## config.mk

```make
export PLATFORM = sky130hd
export DESIGN_NAME = alu_addsub_sched
export DESIGN_NICKNAME = d
export VERILOG_FILES = /design/src/rtl/alu_sched_pkg.sv /design/src/rtl/alu_addsub_sched_rr_arbiter.sv /design/src/rtl/alu_addsub_sched.sv
export SDC_FILE = /design/constraint.sdc
export NUM_CORES = 1
export LEC_CHECK = 0
export BUFFER_PORTS_ARGS = -buffer_cell sky130_fd_sc_hd__clkbuf_2
export CORE_AREA = 2 2 120 122
export CTS_CLUSTER_SIZE = 20
export DETAILED_ROUTE_END_ITERATION = 8
export DIE_AREA = 0 0 122 124
export MAX_ROUTING_LAYER = met4
export PLACE_DENSITY = 0.68
export SYNTH_ARGS = -nofsm -noshare
export SYNTH_HDL_FRONTEND = slang
export SYNTH_SLANG_ARGS = --single-unit
```

## constraint.sdc

```tcl
create_clock -name soc_clk -period 6.1 [get_ports soc_clk]
set_input_delay 0.915 -clock soc_clk [delete_from_list [all_inputs] [get_ports soc_clk]]
set_output_delay 0.915 -clock soc_clk [all_outputs]
set_load 0.005 [all_outputs]
```

## src/rtl/alu_sched_pkg.sv

```systemverilog
// alu_sched_pkg: shared opcodes, FSM state type and default width for alu_addsub_sched
package alu_sched_pkg;
  localparam int DEFAULT_DW = 32;
  localparam logic [3:0] ADDSUB_OP_ADD = 4'd6;
  localparam logic [3:0] ADDSUB_OP_SUB = 4'd7;
  typedef enum logic [1:0] {IDLE, ISSUE, CAPTURE, RESP} sched_state_t;
endpackage

```

## src/rtl/alu_addsub_sched_rr_arbiter.sv

```systemverilog
// rr_arbiter: combinational round-robin pick of first set i_req bit at or after i_ptr; ports i_req, i_ptr, o_gnt (one-hot), o_idx, o_any
module rr_arbiter #(
  parameter int NREQ = 2,
  parameter int IDW  = $clog2(NREQ)
) (
  input  logic [NREQ-1:0] i_req,
  input  logic [IDW-1:0]  i_ptr,
  output logic [NREQ-1:0] o_gnt,
  output logic [IDW-1:0]  o_idx,
  output logic            o_any
);
  always_comb begin
    o_gnt = '0;
    o_idx = '0;
    o_any = 1'b0;
    for (int i = 0; i < NREQ; i++) begin
      if (!o_any && i_req[(int'(i_ptr) + i) % NREQ]) begin
        o_any = 1'b1;
        o_gnt[(int'(i_ptr) + i) % NREQ] = 1'b1;
        o_idx = IDW'((int'(i_ptr) + i) % NREQ);
      end
    end
  end
endmodule

```

## src/rtl/alu_addsub_sched.sv

```systemverilog
// alu_addsub_sched: round-robin share of one registered add/sub unit; req_* in, as_* to unit, rsp_* out, perf_grant_cnt under ALU_ADDSUB_SCHED_PERF_EN
module alu_addsub_sched
  import alu_sched_pkg::*;
#(
  parameter int NREQ = 2,
  parameter int DW   = DEFAULT_DW,
  parameter int IDW  = $clog2(NREQ)
) (
  input  logic               soc_clk,
  input  logic               reset,
  input  logic [NREQ-1:0]    req_valid,
  output logic [NREQ-1:0]    req_ready,
  input  logic [NREQ*DW-1:0] req_dat1,
  input  logic [NREQ*DW-1:0] req_dat2,
  input  logic [NREQ-1:0]    req_sub,
  output logic               as_dat_ready,
  output logic [DW-1:0]      as_dat1,
  output logic [DW-1:0]      as_dat2,
  output logic [2:0]         as_opcode,
  output logic [3:0]         as_decrypted_op,
  input  logic [DW-1:0]      as_out,
  input  logic               as_overflow,
  input  logic               as_zero,
  output logic               rsp_valid,
  input  logic               rsp_ready,
  output logic [IDW-1:0]     rsp_id,
  output logic [DW-1:0]      rsp_result,
  output logic               rsp_overflow,
  output logic               rsp_zero,
  output logic [NREQ*16-1:0] perf_grant_cnt
);
  sched_state_t r_state, w_next;
  logic [IDW-1:0]  r_ptr, r_id, w_idx;
  logic [NREQ-1:0] w_gnt;
  logic            w_any, r_sub;
  logic [DW-1:0]   r_dat1, r_dat2;
  rr_arbiter #(.NREQ(NREQ), .IDW(IDW)) u_arb (
    .i_req(req_valid), .i_ptr(r_ptr), .o_gnt(w_gnt), .o_idx(w_idx), .o_any(w_any)
  );
  always_ff @(posedge soc_clk or posedge reset)
    if (reset) r_state <= IDLE;
    else r_state <= w_next;
  always_comb begin
    w_next = r_state == IDLE    ? (w_any ? ISSUE : IDLE) :
             r_state == ISSUE   ? CAPTURE :
             r_state == CAPTURE ? RESP :
             (rsp_ready ? IDLE : RESP);
    req_ready       = r_state == IDLE ? w_gnt : '0;
    as_dat_ready    = r_state == ISSUE;
    as_decrypted_op = r_state == ISSUE ? (r_sub ? ADDSUB_OP_SUB : ADDSUB_OP_ADD) : 4'd0;
    rsp_valid       = r_state == RESP;
  end
  always_ff @(posedge soc_clk or posedge reset)
    if (reset) begin
      r_ptr        <= '0;
      r_id         <= '0;
      r_sub        <= 1'b0;
      r_dat1       <= '0;
      r_dat2       <= '0;
      rsp_result   <= '0;
      rsp_overflow <= 1'b0;
      rsp_zero     <= 1'b0;
    end else begin
      if (r_state == IDLE && w_any) begin
        r_id   <= w_idx;
        r_sub  <= req_sub[w_idx];
        r_dat1 <= req_dat1[w_idx*DW +: DW];
        r_dat2 <= req_dat2[w_idx*DW +: DW];
      end
      if (r_state == CAPTURE) begin
        rsp_result   <= as_out;
        rsp_overflow <= as_overflow;
        rsp_zero     <= as_zero;
      end
      if (r_state == RESP && rsp_ready)
        r_ptr <= r_id == IDW'(NREQ - 1) ? '0 : r_id + 1'b1;
    end
  assign as_dat1   = r_dat1;
  assign as_dat2   = r_dat2;
  assign as_opcode = 3'b000;
  assign rsp_id    = r_id;
`ifdef ALU_ADDSUB_SCHED_PERF_EN
  logic [15:0] r_cnt [NREQ];
  always_ff @(posedge soc_clk or posedge reset)
    if (reset) for (int i = 0; i < NREQ; i++) r_cnt[i] <= '0;
    else for (int i = 0; i < NREQ; i++)
      if (req_valid[i] && req_ready[i] && r_cnt[i] != 16'hFFFF) r_cnt[i] <= r_cnt[i] + 16'd1;
  for (genvar g = 0; g < NREQ; g++) begin : g_perf
    assign perf_grant_cnt[g*16 +: 16] = r_cnt[g];
  end
`else
  assign perf_grant_cnt = '0;
`endif
endmodule

```

==> out/summary.txt <==
setup repair after global routing missed its margin: no
commonest non-fill, non-tap cell in the layout: clkbuf_2
highest fanout seen on the critical path: 65
clock transition time at the flip-flop clock pins of the worst setup and hold paths: 0.07 ns
pin count of the biggest net entering global routing: 66
largest cells by area after synthesis: dfrtp_1 51%, a31oi_1 8.0%, mux2_2 7.5%
static leakage: 3.14 nW
Initial Utilization: 0.370
Max transition margin: 0.211
core outline area: 0.0137 mm2
slew at the pin closest to its max-slew limit: 1.18 ns
Worst Hold Slack: 0.505 ns
crit path kind: primary input to flip-flop
share of total power in the clock network: 0.173
post-CTS setup-driven buffer insertion count: 0
insertion delay to the later sink of the worst-skew pair: 0.34 ns
share of cells above drive strength 1: 0.445
data required time at the worst endpoint: 6.36 ns
TritonCTS clock tree: built
footprint of the multi-input gates: 0.00204 mm2
Switching Fraction: 0.365
number of nets still failing antenna checks after routing: 0
Max Clk Rate: 342 MHz
via count of the first global-routing pass: 4721
synthesized cell area: 0.00508 mm2
final-report max-slew violation count: 0
Max IR drop VDD: 0.271 mV
power spent charging and discharging nets: 1.10 mW
Internal: 1.91 mW
GRT Resource Usage Total: 0.209
most frequent cells in the layout: 274 x clkbuf_2, 103 x dfrtp_1, 66 x nand3_1, 66 x a21oi_1, 65 x a31oi_1
number of inserted filler cells in the final layout: 1368
part of the power in combinational logic: 0.418
Post-Route Skew: 0.00801 ns
sequential element share of the synthesized area: 0.508
wire length of the first global-routing pass: 23800 um
relative area change from synthesis to final layout: 28.6%
vertical extent of the die: 124 um
CTS Root Buffer Type: clkbuf_16
launching element type of the critical path: primary input
number of library cell types mapped by synthesis: 24
number of I/O port buffers: 274
post-route minimum period: 2.92 ns
data arrival time of the worst path: 3.18 ns
Cell Pwr Density: 462 mW/mm2
DRC violation total after the first TritonRoute iteration: 292
total vias in the final route: 4809
total die area: 0.0151 mm2
number of sinks driven by the clock tree: 103
number of synthesis warnings: 0
count of TritonRoute iterations in the first routing pass: 5
nets: 918
Total Neg Setup Slack: 0 ns
grt total ovfl: 0
kind of path behind the tightest hold check: flip-flop to flip-flop
aggregate routed wire length: 15900 um
IO Count: 311
CTS resizes: 0
Post-CTS Hold Fix Bufs: 0
global placement routability congestion: 0.838
DRC Markers: 0
# diodes: 0
count of H-tree levels built during CTS: 3
portion of total power attributed to sequential cells: 0.408
run status: complete, no violations
TritonCTS Buffers: 9
placement row count: 43
width of the chip: 122 um
initial antenna violation count: 0
DP Wirelength: 10700 um
ratio of routed vias to standard cells: 5.16
cell count after synthesis: 515
cell type with the highest aggregate area in the netlist: dfrtp_1
wire per inst: 17.0 um
final setup vio count: 0
number of buffers on the longest clock path: 2
area taken by flip-flops and latches: 0.00258 mm2
Final Hold Fails: 0
Post-Synthesis Mean Instance Area: 9.86 um2
register bit total from synthesis: 103
maxcap violations: 0
fraction of synthesized cell area taken by the top area cell type: 0.508
element type at the critical path end: flip-flop
final worst path period share: 0.479
power groups by stage:
stage / Sequential (mW) / Clock [mW] / Combinational (mW)
2_1_floorplan: 1.25 / 0 / 0.737
3_3_place_gp: 1.23 / 0 / 1.26
3_5_place_dp: 1.24 / 0 / 1.28
4_1_cts: 1.23 / 0.535 / 1.28
5_1_grt: 1.27 / 0.563 / 1.41
6_report: 1.23 / 0.522 / 1.26
area by class of cell:
class / instances / area share
inverters: 2 / 0.00153
clock buffers: 11 / 0.0357
flip-flops and latches: 103 / 0.395
well taps: 180 / 0.0345
clock inverters: 3 / 0.00326
repair buffers: 280 / 0.217
multi-input cells: 353 / 0.313
synthesized netlist by cell type:
cell type,number
nor2_2,1
nor2_1,3
nand2_1,4
conb_1,1
or2_1,1
a21oi_1,66
and2_1,3
a21o_1,1
a31oi_1,65
buf_2,23
and2b_1,1
clkbuf_2,4
inv_1,2
nor2b_1,1
mux2_2,34
clkbuf_1,11
nand2b_1,2
or2_4,1
buf_6,4
buf_4,50
dfrtp_1,103
o21ai_1,24
o21ai_0,44
nand3_1,66
stage by stage:
| stage | instances | worst slack, ns | instance area [um2] | util | total power [mW] |
|---|---|---|---|---|---|
| global placement | 918 | 2.89 | 6270 | 0.457 | 2.49 |
| global route | 932 | 2.99 | 6530 | 0.476 | 3.25 |
| finish | 932 | 3.18 | 6530 | 0.476 | 3.01 |
| floorplan | 550 | 2.48 | 5210 | - | 1.98 |
| CTS | 932 | 3.21 | 6530 | 0.476 | 3.05 |
| detailed placement | 918 | 2.87 | 6270 | 0.457 | 2.52 |
worst paths after layout:
kind	start	endpoint	slack, ns	depth (start not counted)
setup / recovery	req_valid[1]	as_dat2[18]$_DFFE_PP0P_	3.18	5
hold / removal	rsp_result[14]$_DFFE_PP0N_	rsp_result[14]$_DFFE_PP0N_	0.50	1
setup reg to reg	r_state[1]$_DFF_PP0_	as_dat2[18]$_DFFE_PP0P_	3.88	4
hold reg to reg	rsp_result[14]$_DFFE_PP0N_	rsp_result[14]$_DFFE_PP0N_	0.50	1
max in group asynchronous	reset	as_dat1[30]$_DFFE_PP0P_	4.30	3
min in group asynchronous	reset	rsp_zero$_DFFE_PP0N_	0.61	2
worst max-delay path, cell delays in order:
cell	delay (ns)
clkbuf_2	0.48
buf_4	0.46
inv_2	0.79
o21ai_0	0.24
a31oi_1	0.23
logic make-up after synthesis:
kind of cell / after synthesis / synth area share
other: 1 / 0.000739
AO/OA/AOI/OAI: 200 / 0.214
buffers and inverters: 94 / 0.119
flip-flops: 103 / 0.508
AND/OR/NAND/NOR: 83 / 0.0833
multiplexers: 34 / 0.0754
routing by layer:
| layer | track usage | vias up | part of all wire |
|---|---|---|---|
| li1 | - | 2262 | - |
| met1 | 0.252 | 2284 | 0.40 |
| met2 | 0.351 | 246 | 0.49 |
| met3 | 0.0380 | 17 | 0.088 |
| met4 | 0.0754 | 0 | 0.015 |
| met5 | - | - | 0 |
flip-flops by register name (all words and copies together), names as in the netlist:
| signal | flops |
|---|---|
| as_dat1 | 32 |
| r_sub | 1 |
| r_ptr | 1 |
| as_dat2 | 32 |
| rsp_overflow | 1 |
| r_state | 2 |
| rsp_result | 32 |
| rsp_id | 1 |
| rsp_zero | 1 |
(Power assumes the default switching activity.)
